**config.mk**
```make
export PLATFORM = sky130hd
export DESIGN_NAME = noc_flit_serializer_flat
export DESIGN_NICKNAME = d
export VERILOG_FILES = /design/src/rtl/noc_flit_serializer_pkg.sv /design/src/rtl/noc_flit_serializer_if.sv /design/src/rtl/noc_flit_serializer_counter.sv /design/src/rtl/noc_flit_serializer_sva.sv /design/src/rtl/noc_flit_serializer.sv /design/src/flat_wrapper.sv
export SDC_FILE = /design/constraint.sdc
export NUM_CORES = 1
export LEC_CHECK = 0
export CAP_MARGIN = 20
export CORE_UTILIZATION = 23
export DETAILED_ROUTE_END_ITERATION = 12
export GPL_ROUTABILITY_DRIVEN = 0
export GPL_TIMING_DRIVEN = 1
export PLACE_DENSITY = 0.82
export SLEW_MARGIN = 15
export SYNTH_ARGS = -nofsm -noshare
export SYNTH_HDL_FRONTEND = slang
export SYNTH_HIERARCHICAL = 1
export SYNTH_SLANG_ARGS = --single-unit
```
**constraint.sdc**
```tcl
create_clock -name clk_i -period 1.5 [get_ports clk_i]
set_clock_uncertainty 0.05 [all_clocks]
set_input_delay 0.15 -clock clk_i [delete_from_list [all_inputs] [get_ports clk_i]]
set_output_delay 0.15 -clock clk_i [all_outputs]
set_load 0.005 [all_outputs]
```
**src/rtl/noc_flit_serializer_pkg.sv**
```systemverilog
// Shared types and helpers for the NoC flit serializer.
// The FSM only needs to know whether any flit of the current head has gone out yet.
package noc_serializer_pkg;

    typedef enum logic {
        eIdle = 1'b0,
        eSend = 1'b1
    } state_e;

    // Index of the final flit; oversized length fields collapse to the last slot.
    function automatic int len_clamp(input int len, input int num_flits);
        return (len >= num_flits - 1) ? num_flits - 1 : len;
    endfunction

endpackage

```
**src/rtl/noc_flit_serializer_if.sv**
```systemverilog
// Serializer link bundle: FIFO head side (v_i/data_i/yumi_o) and downstream flit side.
// Signal suffixes are named from the serializer's point of view.
interface noc_flit_serializer_if #(
    parameter int flit_width_p = 16,
    parameter int num_flits_p  = 4
) ();
    logic                                v_i;
    logic [flit_width_p*num_flits_p-1:0] data_i;
    logic                                yumi_o;
    logic                                v_o;
    logic [flit_width_p-1:0]             data_o;
    logic                                last_o;
    logic                                ready_i;

    modport slave  (input  v_i, data_i, ready_i, output yumi_o, v_o, data_o, last_o);
    modport master (output v_i, data_i, ready_i, input  yumi_o, v_o, data_o, last_o);
endinterface

```
**src/rtl/noc_flit_serializer_counter.sv**
```systemverilog
// Flit index counter: synchronous active-low reset, clear takes priority over enable.
module noc_flit_counter #(
    parameter int width_p = 2
) (
    input  logic               clk_i,
    input  logic               reset_n_i,
    input  logic               clear_i,
    input  logic               en_i,
    output logic [width_p-1:0] count_o
);
    always_ff @(posedge clk_i) begin
        if (!reset_n_i)   count_o <= '0;
        else if (clear_i) count_o <= '0;
        else if (en_i)    count_o <= count_o + width_p'(1);
    end
endmodule

```
**src/rtl/noc_flit_serializer_sva.sv**
```systemverilog
// Protocol checks for the serializer; port list is plain so it can be bound or instantiated.
module noc_flit_serializer_sva
    import noc_serializer_pkg::*;
#(
    parameter int num_flits_p     = 4,
    parameter int lg_num_flits_lp = $clog2(num_flits_p)
) (
    input logic                       clk_i,
    input logic                       reset_n_i,
    input logic                       v_i,
    input logic                       ready_i,
    input logic                       yumi_o,
    input logic                       last_o,
    input state_e                     state_i,
    input logic [lg_num_flits_lp-1:0] cnt_i
);
    a_yumi_needs_head: assert property (@(posedge clk_i) disable iff (!reset_n_i)
        yumi_o |-> (v_i && ready_i && last_o));

    a_no_mid_dequeue: assert property (@(posedge clk_i) disable iff (!reset_n_i)
        (state_i == eSend && !last_o) |-> !yumi_o);

    // The FIFO head cannot vanish once part of it has been sent.
    a_head_held: assert property (@(posedge clk_i) disable iff (!reset_n_i)
        (state_i == eSend) |-> v_i);

    a_cnt_bound: assert property (@(posedge clk_i) disable iff (!reset_n_i)
        int'(cnt_i) <= num_flits_p - 1);
endmodule

```
**src/rtl/noc_flit_serializer.sv**
```systemverilog
// Flow-through serializer: emits the FIFO head packet as len+1 narrow flits and
// dequeues the head only when its final flit is accepted downstream.
module noc_flit_serializer
    import noc_serializer_pkg::*;
#(
    parameter int flit_width_p = 16,
    parameter int num_flits_p  = 4
) (
    input logic                 clk_i,
    input logic                 reset_n_i,
    noc_flit_serializer_if.slave link
);
    localparam int lg_num_flits_lp = $clog2(num_flits_p);

    state_e                     r_state;
    logic [lg_num_flits_lp-1:0] r_cnt;
    logic [lg_num_flits_lp-1:0] w_len;
    logic [lg_num_flits_lp-1:0] w_last_idx;
    logic [flit_width_p-1:0]    w_data;
    logic                       w_v;
    logic                       w_last;
    logic                       w_fire;
    logic                       w_done;
    logic                       w_adv;

    assign w_len      = link.data_i[lg_num_flits_lp-1:0];
    assign w_last_idx = lg_num_flits_lp'(len_clamp(int'(w_len), num_flits_p));

    // Reset masks the head so nothing is offered or dequeued while in reset.
    assign w_v    = link.v_i & reset_n_i;
    assign w_last = w_v & (r_cnt == w_last_idx);
    assign w_fire = w_v & link.ready_i;
    assign w_done = w_fire & w_last;
    assign w_adv  = w_fire & ~w_last;

    always_comb begin
        w_data = '0;
        for (int k = 0; k < num_flits_p; k++) begin
            if (r_cnt == lg_num_flits_lp'(k))
                w_data = link.data_i[k*flit_width_p +: flit_width_p];
        end
    end

    assign link.v_o    = w_v;
    assign link.data_o = w_data;
    assign link.last_o = w_last;
    assign link.yumi_o = w_done;

    noc_flit_counter #(.width_p(lg_num_flits_lp)) u_cnt (
        .clk_i     (clk_i),
        .reset_n_i (reset_n_i),
        .clear_i   (w_done),
        .en_i      (w_adv),
        .count_o   (r_cnt)
    );

    always_ff @(posedge clk_i) begin
        if (!reset_n_i)  r_state <= eIdle;
        else if (w_done) r_state <= eIdle;
        else if (w_adv)  r_state <= eSend;
    end

    noc_flit_serializer_sva #(.num_flits_p(num_flits_p)) u_sva (
        .clk_i     (clk_i),
        .reset_n_i (reset_n_i),
        .v_i       (link.v_i),
        .ready_i   (link.ready_i),
        .yumi_o    (w_done),
        .last_o    (w_last),
        .state_i   (r_state),
        .cnt_i     (r_cnt)
    );
endmodule

```
**src/flat_wrapper.sv**
```systemverilog
// flat-port wrapper written by rule: the top's interface ports become plain ports
module noc_flit_serializer_flat import noc_serializer_pkg::*;
#(
    parameter int flit_width_p = 16,
    parameter int num_flits_p  = 4
)
  (clk_i, reset_n_i, link_v_i, link_data_i, link_ready_i, link_yumi_o, link_v_o, link_data_o, link_last_o);
  noc_flit_serializer_if #(.flit_width_p(flit_width_p), .num_flits_p(num_flits_p)) link_i ();
  input logic clk_i;
  input logic reset_n_i;
  input wire logic [$bits(link_i.v_i)-1:0] link_v_i;
  input wire logic [$bits(link_i.data_i)-1:0] link_data_i;
  input wire logic [$bits(link_i.ready_i)-1:0] link_ready_i;
  output wire logic [$bits(link_i.yumi_o)-1:0] link_yumi_o;
  output wire logic [$bits(link_i.v_o)-1:0] link_v_o;
  output wire logic [$bits(link_i.data_o)-1:0] link_data_o;
  output wire logic [$bits(link_i.last_o)-1:0] link_last_o;
  assign link_i.v_i = link_v_i;
  assign link_i.data_i = link_data_i;
  assign link_i.ready_i = link_ready_i;
  assign link_yumi_o = link_i.yumi_o;
  assign link_v_o = link_i.v_o;
  assign link_data_o = link_i.data_o;
  assign link_last_o = link_i.last_o;
  noc_flit_serializer #(.flit_width_p(flit_width_p), .num_flits_p(num_flits_p)) u_core (.clk_i(clk_i), .reset_n_i(reset_n_i), .link(link_i));
endmodule
```
==> reports/metrics.csv, run 1 <==
metric,value,unit
cts_tree,done,
num_rows,17,
core_area,0.00225,mm^2
placed_cell_area,0.00148,mm^2
remaining_drc_errors,0,
power_frac_clock,23.9,%
fin_crit,1600,ps
synth_area_leaders,"mux4_2, mux4_1, dfxtp_1",
critPathTopFamily,multiplexers,
track_usage,19.9,%
worst_pin_slew,330,ps
hold_buffers,0,
syn_avg_cell_area,16.1,um^2
dp_hpwl,2000,um
synth_xor_area_share,4.66,%
violations,setup timing,
clk_latency,230,ps
largest-register,u_core/u_cnt/count_o,
crit_start,u_core/u_cnt/count_o[0],
postLayoutCellArea,0.00145,mm^2
hp-class,input port to flop,
fp.dieH,51.5,um
outcome,finished with violations,
synth.distinct_cells,18,
insertedDiodeCount,0,
die_x,51.5,um
drtIter0Drc,0,
synth_top_family_by_area,multiplexers,
worst-path-max-fanout,7,
synth_warnings,6,
cts-root-buf,clkbuf_4,
setup_slack,-99.7,ps
swShare,23.8,%
peakVddDrop,0.000231,V
seq_area_frac_synth,7.10,%
antenna_found_initial,0,
synth_compound_gate_area_share,5.10,%
synth_edf_count,0,
cts_sinks,2,
synthAdderAreaFrac,0,%
cts_made_buffers,3,
nFillCells,211,
synth_mux_area_share,68.5,%
synth_top_area_share,35.9,%
cap_violations,0,
io_buffer_count,86,
pwr-share-seq,11.1,%
power_density,365,mW/mm^2
r2r_cells,5,
top_regs,u_core/u_cnt/count_o x2,
slowest_delay,500,ps
initial_core_util,25.0,%
critical_path_arrival,1400,ps
hold_viol_final,0,
path_cells,buf_12 > mux4_2 > buf_2,
drv_slew,0,
path_clk_slew,30,ps
r2r_start,u_core/u_cnt/count_o[0],
finalCritPeriodShare,107,%
p_int,403,uW
dieArea,0.00266,mm^2
power_leakage,0.000544,uW
synth_top_area_cell,mux4_2,
critPathBufInv,2,
synth-simple-area-share,7.32,%
cp_slowest_cell,mux4_2,
rsz0062_at_grt,true,
crit_type,flop to output pin,
dp_cells,150,
combPwrFrac,65.0,%
overflow,0,
vias,752,
crit_cells,3,
timing.hold.ws,352,ps
fmax,0.625,GHz
cts.path.max_buffers,2,
wl_per_cell,16.3,um
htreeDepth,1,
largest_reg_flops,2,
cp.required,1300,ps
async_flop_share,0,%
ant_nets,0,
startpoint_type,flop,
reg2reg_to,u_core/u_cnt/count_o[1],
reg2reg_slack,140,ps
p_switching,126,uW
ioPinCount,87,
grt_pass1_wl,3780,um
routed_wl,2530,um
grt_max_degree,14,
syn_area,564,um^2
layout.nets,197,
synth_ff_type,dfxtp_1,
synth_seq_cells,2,
routed_via_density,4.85,
stdcell_count,155,
synth_cells,35,
drive_gt1_share,40.2,%
setup_violations,16,
synthToLayoutAreaGrowth,157,%
slew_headroom,77.9,%
drt-pass1-iter-count,1,
grt_pass1_vias,801,
synth_nets,103,
crit_end,link_data_o[4],
end_kind,output pin,
## cells in the final DEF, fill, tap and decap left out
cell / n
clkdlybuf4s50_1: 66
buf_2: 18
mux4_2: 16
clkbuf_4: 3
buf_4: 3
dlygate4sd2_1: 2
buf_12: 2
buf_16: 1
and2_4: 1
xor2_1: 1
xor2_2: 1
nor3b_2: 1
nand3_1: 1
nor3_2: 1
o21ba_2: 1
buf_6: 1
nand2b_1: 1
xnor2_1: 1
nor2_1: 1
a21bo_1: 1
nand3b_1: 1
a21oi_2: 1
dfxtp_4: 1
dfxtp_1: 1
## layer usage
metal	share of wire, %	GRT usage (%)
met1	34	21.3
met2	52	38.1
met3	13	6.73
met4	0	2.70
met5	0	0
## Yosys cell counts (2+ instances only)
master,count
mux4_2,9
mux4_1,7
buf_2,2
dfxtp_1,2
xor2_1,2
## stage by stage
| step | TNS, ps | utilization [%] | worst slack, ps | power (uW) |
|---|---|---|---|---|
| 6_report | -1320 | 64.2 | -99.7 | 529 |
| 5_1_grt | -2020 | 64.2 | -145 | 564 |
| 4_1_cts | -1530 | 64.2 | -120 | 537 |
| 3_5_place_dp | -4170 | 65.7 | -276 | 418 |
| 3_3_place_gp | -3790 | 65.7 | -253 | 410 |
| 2_1_floorplan | 0 | - | 93.2 | 160 |
## cell type report
type / count / area, um^2 / area share (%)
Multi-Input combinational cell: 29 / 477 / 32.9
Timing Repair Buffer: 93 / 870 / 60.1
Clock buffer: 3 / 22.5 / 1.56
Sequential cell: 2 / 43.8 / 3.03
Tap cell: 28 / 35.0 / 2.42
## power by group through the flow
stage          logic [uW]  registers, uW  clock network [uW]
2_1_floorplan         102           57.8                   0
4_1_cts               346           58.8                 132
3_3_place_gp          352           57.8                   0
5_1_grt               365           59.0                 140
6_report              344           58.8                 127
3_5_place_dp          360           58.0                   0
## how the worst min path moves through the flow
stage,cells past startpoint,to,startpoint,slack (ps)
global route,3,u_core/u_cnt/count_o[0],reset_n_i,360
CTS,3,u_core/u_cnt/count_o[1],reset_n_i,330
detailed placement,3,u_core/u_cnt/count_o[1],u_core/u_cnt/count_o[0],650
finish,3,u_core/u_cnt/count_o[1],reset_n_i,350
global placement,3,u_core/u_cnt/count_o[1],u_core/u_cnt/count_o[0],630
floorplan,2,u_core/u_cnt/count_o[1],reset_n_i,260
## logic make-up after synthesis
kind of cell / count (synthesis)
xor gates and xnor gates: 3
DFF: 2
muxes: 16
and+or+nand+nor: 7
buffers and inverters: 4
AOI/OAI and AO/OA: 3
## worst register-to-register path, stage by stage, from the launching register on
cell and delay (ps):
dfxtp_4 360, buf_16 150, xor2_2 200, o21ba_2 240, a21bo_1 180, a21oi_2 120
## what timing repair did
item	in CTS	in global routing
setup endpoints to repair	19	16
pin swaps	1	0
cloned	1	0
setup buffers	1	0
gates resized for setup	87	0
No activity file was read; power rests on OpenSTA's default activity.
==> run 2, diff against run 1 <==
- CORE_UTILIZATION: 23 -> 30
- DONT_BUFFER_PORTS: unset -> 1
- PLACE_DENSITY: 0.82 -> unset
==> reports/metrics.csv, run 2 (synthesis results as in run 1) <==
metric,value,unit,change
setup_violations,0,,was 16
grt_pass1_vias,492,,was 801
critPathBufInv,1,,was 2
setup_tns,0,ps,was -1320 ps
overflow,0,,unchanged
nFillCells,174,,was 211
critical_path_arrival,1290,ps,was 1400 ps
cts-root-buf,clkbuf_4,,unchanged
holdPathEnd,u_core/u_cnt/count_o[1],,unchanged
largest-register,u_core/u_cnt/count_o,,unchanged
grt_max_degree,11,,was 14
multi_input_area,480,um^2,was 477 um^2
hold_viol_final,0,,unchanged
layout.nets,111,,was 197
cts.path.max_buffers,2,,unchanged
remaining_drc_errors,0,,unchanged
initial_core_util,32.3,%,was 25.0%
top_regs,u_core/u_cnt/count_o x2,,unchanged
antenna_found_initial,0,,unchanged
path_clk_slew,30,ps,about the same
timing.hold.ws,40.9,ps,was 352 ps
drtIter0Drc,18,,was 0
cts_tree,done,,unchanged
critPathTopFamily,multiplexers,,unchanged
stdcell_count,66,,was 155
htreeDepth,1,,unchanged
dr_wl_met3,207,um,was 338 um
dieArea,0.00206,mm^2,was 0.00266 mm^2
cts_sinks,2,,unchanged
min_path_cells,2,,was 3
insertedDiodeCount,0,,unchanged
wl_met2,1330,um,was 1320 um
final_common_cell,mux4_2,,was clkdlybuf4s50_1
end_kind,output pin,,unchanged
power_leakage,0.000198,uW,was 0.000544 uW
wl_per_cell,32.3,um,was 16.3 um
dp_hpwl,1780,um,was 2000 um
clk_latency,240,ps,was 230 ps
slew_headroom,72.7,%,was 77.9%
fp.dieH,45.4,um,was 51.5 um
fmax,0.670,GHz,was 0.625 GHz
slowest_delay,540,ps,was 500 ps
cts_made_buffers,3,,unchanged
finalCritPeriodShare,99.6,%,was 107%
crit_cells,2,,was 3
cap_violations,0,,unchanged
r2r_cells,5,,unchanged
wl_met1,580,um,was 873 um
r2r_start,u_core/u_cnt/count_o[0],,unchanged
drt-pass1-iter-count,3,,was 1
routed_wl,2130,um,was 2530 um
largest_reg_flops,2,,unchanged
worst_pin_slew,408,ps,was 330 ps
path_cells,buf_12 > mux4_2,,was buf_12 > mux4_2 > buf_2
topRoutingLayerUsed,met4,,was met3
crit_type,flop to output pin,,unchanged
cp.required,1300,ps,about the same
cp_slowest_cell,mux4_2,,unchanged
io_buffer_count,0,,was 86
core_area,0.00175,mm^2,was 0.00225 mm^2
num_rows,15,,was 17
fin_crit,1490,ps,was 1600 ps
drive_gt1_share,78.0,%,was 40.2%
grt_pass1_wl,2620,um,was 3780 um
vias,444,,was 752
worst-path-max-fanout,10,,was 7
final_cell_mix,"mux4_2, buf_4, clkbuf_4",,"was clkdlybuf4s50_1, buf_2, mux4_2, clkbuf_4, buf_4"
hp-class,input port to flop,,unchanged
track_usage,19.3,%,was 19.9%
reg2reg_slack,140,ps,about the same
ioPinCount,87,,unchanged
rsz0062_at_grt,true,,unchanged
dp_cells,61,,was 150
reg2reg_to,u_core/u_cnt/count_o[1],,unchanged
routed_via_density,6.73,,was 4.85
seq_area,43.8,um^2,unchanged
die_x,45.4,um,was 51.5 um
ant_nets,0,,unchanged
startpoint_type,flop,,unchanged
peakVddDrop,0.000271,V,was 0.000231 V
power_density,488,mW/mm^2,was 365 mW/mm^2
outcome,"complete, no violations",,was finished with violations
synthToLayoutAreaGrowth,17.5,%,was 157%
min_from,reset_n_i,,unchanged
drv_slew,0,,unchanged
==> run 2: cell types whose count changed in the layout (fill, tap and decap cells not counted), sizes merged <==
cell and delta:
dlygate4sd2 -2, clkdlybuf4s50 -66, buf -18
==> run 2: routing by layer <==
metal	vias to the layer above	GRT usage (%)
met2	51	42.3
met4	0	7.27
met5	-	0
met3	2	1.98
met1	223	17.0
li1	168	-
==> run 2: power by group <==
part	switching, uW	internal (uW)
sequential	3.21	54.7
combinational	52.7	85.4
clock	38.8	88.9
==> run 2: metrics by stage <==
step	instance area, um^2	utilization [%]	power [uW]	worst slack [ps]
3_5_place_dp	604	34.6	176	90.7
6_report	663	38.0	324	6.71
3_3_place_gp	604	34.6	172	165
5_1_grt	663	38.0	345	-33.5
4_1_cts	657	37.6	321	-42.1
2_1_floorplan	564	-	160	93.2
==> run 2: area by class of cell <==
type                       instances  area share [%]
multi-input combinational         29            72.5
timing repair buffer               7            12.8
sequential                         2            6.60
tap                               25            4.72
clock buffer                       3            3.40
==> run 2: repair_timing <==
item                                    CTS  global route
endpoints found under the setup margin   18            18
gates cloned                              1             0
pin swaps                                 0             1
resized for setup                         8             6
buffers inserted                          0             1
hold buffers                              0             0
==> run 2: worst max path at each step <==
stage                                 start                 endpoint  slack (ps)
global placement    u_core/u_cnt/count_o[0]           link_data_o[0]         160
global route        u_core/u_cnt/count_o[0]           link_data_o[0]         -30
floorplan           u_core/u_cnt/count_o[0]  u_core/u_cnt/count_o[0]          90
CTS                 u_core/u_cnt/count_o[0]           link_data_o[3]         -40
detailed placement  u_core/u_cnt/count_o[0]  u_core/u_cnt/count_o[1]          90
finish              u_core/u_cnt/count_o[0]           link_data_o[7]           7
==> run 3, diff against run 2 <==
- CORE_AREA: unset -> 4 4 41 43
- CORE_UTILIZATION: 30 -> unset
- DIE_AREA: unset -> 0 0 45 47
==> reports/metrics.csv, run 3 (synthesis results as in run 1) <==
metric,value,unit,change
outcome,"complete, no violations",,unchanged
clk_latency,230,ps,was 240 ps
finalCritPeriodShare,96.9,%,was 99.6%
worst_pin_slew,267,ps,was 408 ps
grt_pass1_vias,488,,was 492
fmax,0.688,GHz,was 0.670 GHz
track_usage,17.9,%,was 19.3%
combPwrFrac,40.8,%,was 42.7%
ant_nets,0,,unchanged
final_util,47.8,%,was 38.0%
setup_violations,0,,unchanged
cts_sinks,2,,unchanged
fin_crit,1450,ps,was 1490 ps
drv_slew,0,,unchanged
dp_cells,51,,was 61
ioPinCount,87,,unchanged
cap_violations,0,,unchanged
power_frac_clock,40.3,%,was 39.4%
grt_max_degree,10,,was 11
dp_hpwl,1710,um,was 1780 um
overflow,0,,unchanged
path_clk_slew,30,ps,about the same
synthToLayoutAreaGrowth,10.2,%,was 17.5%
crit_type,flop to output pin,,unchanged
cts-root-buf,clkbuf_4,,unchanged
hp-class,input port to flop,,unchanged
final_common_cell,mux4_2,,unchanged
remaining_drc_errors,0,,unchanged
slew_headroom,82.1,%,was 72.7%
die_x,45,um,was 45.4 um
initial_core_util,43.4,%,was 32.3%
drt-pass1-iter-count,4,,was 3
end_kind,output pin,,unchanged
hold_viol_final,0,,unchanged
critical_path_arrival,1250,ps,was 1290 ps
nFillCells,123,,was 174
p_switching,82.6,uW,was 94.7 uW
swShare,27.3,%,was 29.3%
insertedDiodeCount,0,,unchanged
num_rows,13,,was 15
cts_tree,done,,unchanged
top_regs,u_core/u_cnt/count_o x2,,unchanged
multi_input_area,469,um^2,was 480 um^2
htreeDepth,1,,unchanged
power_leakage,0.000191,uW,was 0.000198 uW
vias,434,,was 444
p_int,220,uW,was 229 uW
worst-path-max-fanout,4,,was 10
startpoint_type,flop,,unchanged
peakVddDrop,0.000397,V,was 0.000271 V
final_cell_mix,"mux4_2, buf_4, clkbuf_4, buf_6",,"was mux4_2, buf_4, clkbuf_4"
pwr-share-seq,18.9,%,was 17.9%
fp.dieH,47,um,was 45.4 um
rsz0062_at_grt,true,,unchanged
largest-register,u_core/u_cnt/count_o,,unchanged
cts.path.max_buffers,2,,unchanged
seq_area,43.8,um^2,unchanged
core_area,0.00130,mm^2,was 0.00175 mm^2
routed_wl,2000,um,was 2130 um
drtIter0Drc,15,,was 18
largest_reg_flops,2,,unchanged
routed_via_density,7.61,,was 6.73
dieArea,0.00212,mm^2,was 0.00206 mm^2
cts_made_buffers,3,,unchanged
power_density,486,mW/mm^2,was 488 mW/mm^2
stdcell_count,57,,was 66
layout.nets,112,,was 111
io_buffer_count,0,,unchanged
wl_per_cell,35.1,um,was 32.3 um
grt_pass1_wl,2620,um,about the same
antenna_found_initial,0,,unchanged
cp.required,1300,ps,about the same
drive_gt1_share,76.2,%,was 78.0%
==> run 3: cell types whose count changed in the layout (fill, tap and decap cells not counted) <==
cell	before	now
buf_12	1	0
buf_16	1	0
buf_4	5	6
buf_6	0	2
nor3b_1	0	1
nor3b_4	1	0
==> run 3: path summary, 6_finish.rpt <==
path,start,endpoint,slack [ps],cells past startpoint
hold reg to reg,u_core/u_cnt/count_o[1],u_core/u_cnt/count_o[1],740,3
hold / removal,reset_n_i,u_core/u_cnt/count_o[1],70,2
setup / recovery,u_core/u_cnt/count_o[0],link_data_o[14],50,2
setup reg to reg,u_core/u_cnt/count_o[0],u_core/u_cnt/count_o[1],170,5
==> run 3: layout make-up <==
type,instances,share of cell area [%]
clock buffers,3,3.62
multi-input cells,29,75.5
flip-flops and latches,2,7.04
well taps,15,3.02
repair buffers,8,10.9
==> run 3: per-layer routing <==
layer / track usage [%] / vias to the layer above / wire length [um]
met5: 0 / - / 0
met4: 5.26 / 0 / 0
met3: 6.51 / 0 / 207
met2: 31.6 / 34 / 1140
met1: 20.1 / 231 / 647
li1: - / 169 / -
==> run 3: per-stage QoR <==
stage                     setup slack, ps  TNS, ps  cell area [um^2]  total power, uW  hold slack, ps
final                                46.1        0               622              302            65.9
after global placement                186        0               579              166             279
after detailed placement              110        0               579              169             295
after global routing                -6.84    -26.0               622              335            49.3
after CTS                           -10.0    -31.0               591              305            54.5
after floorplan                      93.2        0               564              160             263
==> run 3: worst max-delay path, cell delays in order, from the launching register on <==
cell and delay [ps]:
dfxtp_4 360, buf_4 150, mux4_2 520
==> run 3: repair_timing <==
action | in CTS | in global routing
endpoints found under the setup margin | 17 | 17
pin swaps | 0 | 1
setup buffers | 1 | 0
gates cloned | 0 | 2
hold buffers | 0 | 0
resized for setup | 9 | 8
==> run 3: power groups by stage <==
| stage | clock network (uW) | registers [uW] | logic, uW |
|---|---|---|---|
| floorplan | 0 | 57.8 | 102 |
| global placement | 0 | 56.9 | 110 |
| detailed placement | 0 | 57.0 | 112 |
| CTS | 129 | 56.9 | 119 |
| global route | 144 | 57.4 | 133 |
| finish | 122 | 57.2 | 123 |
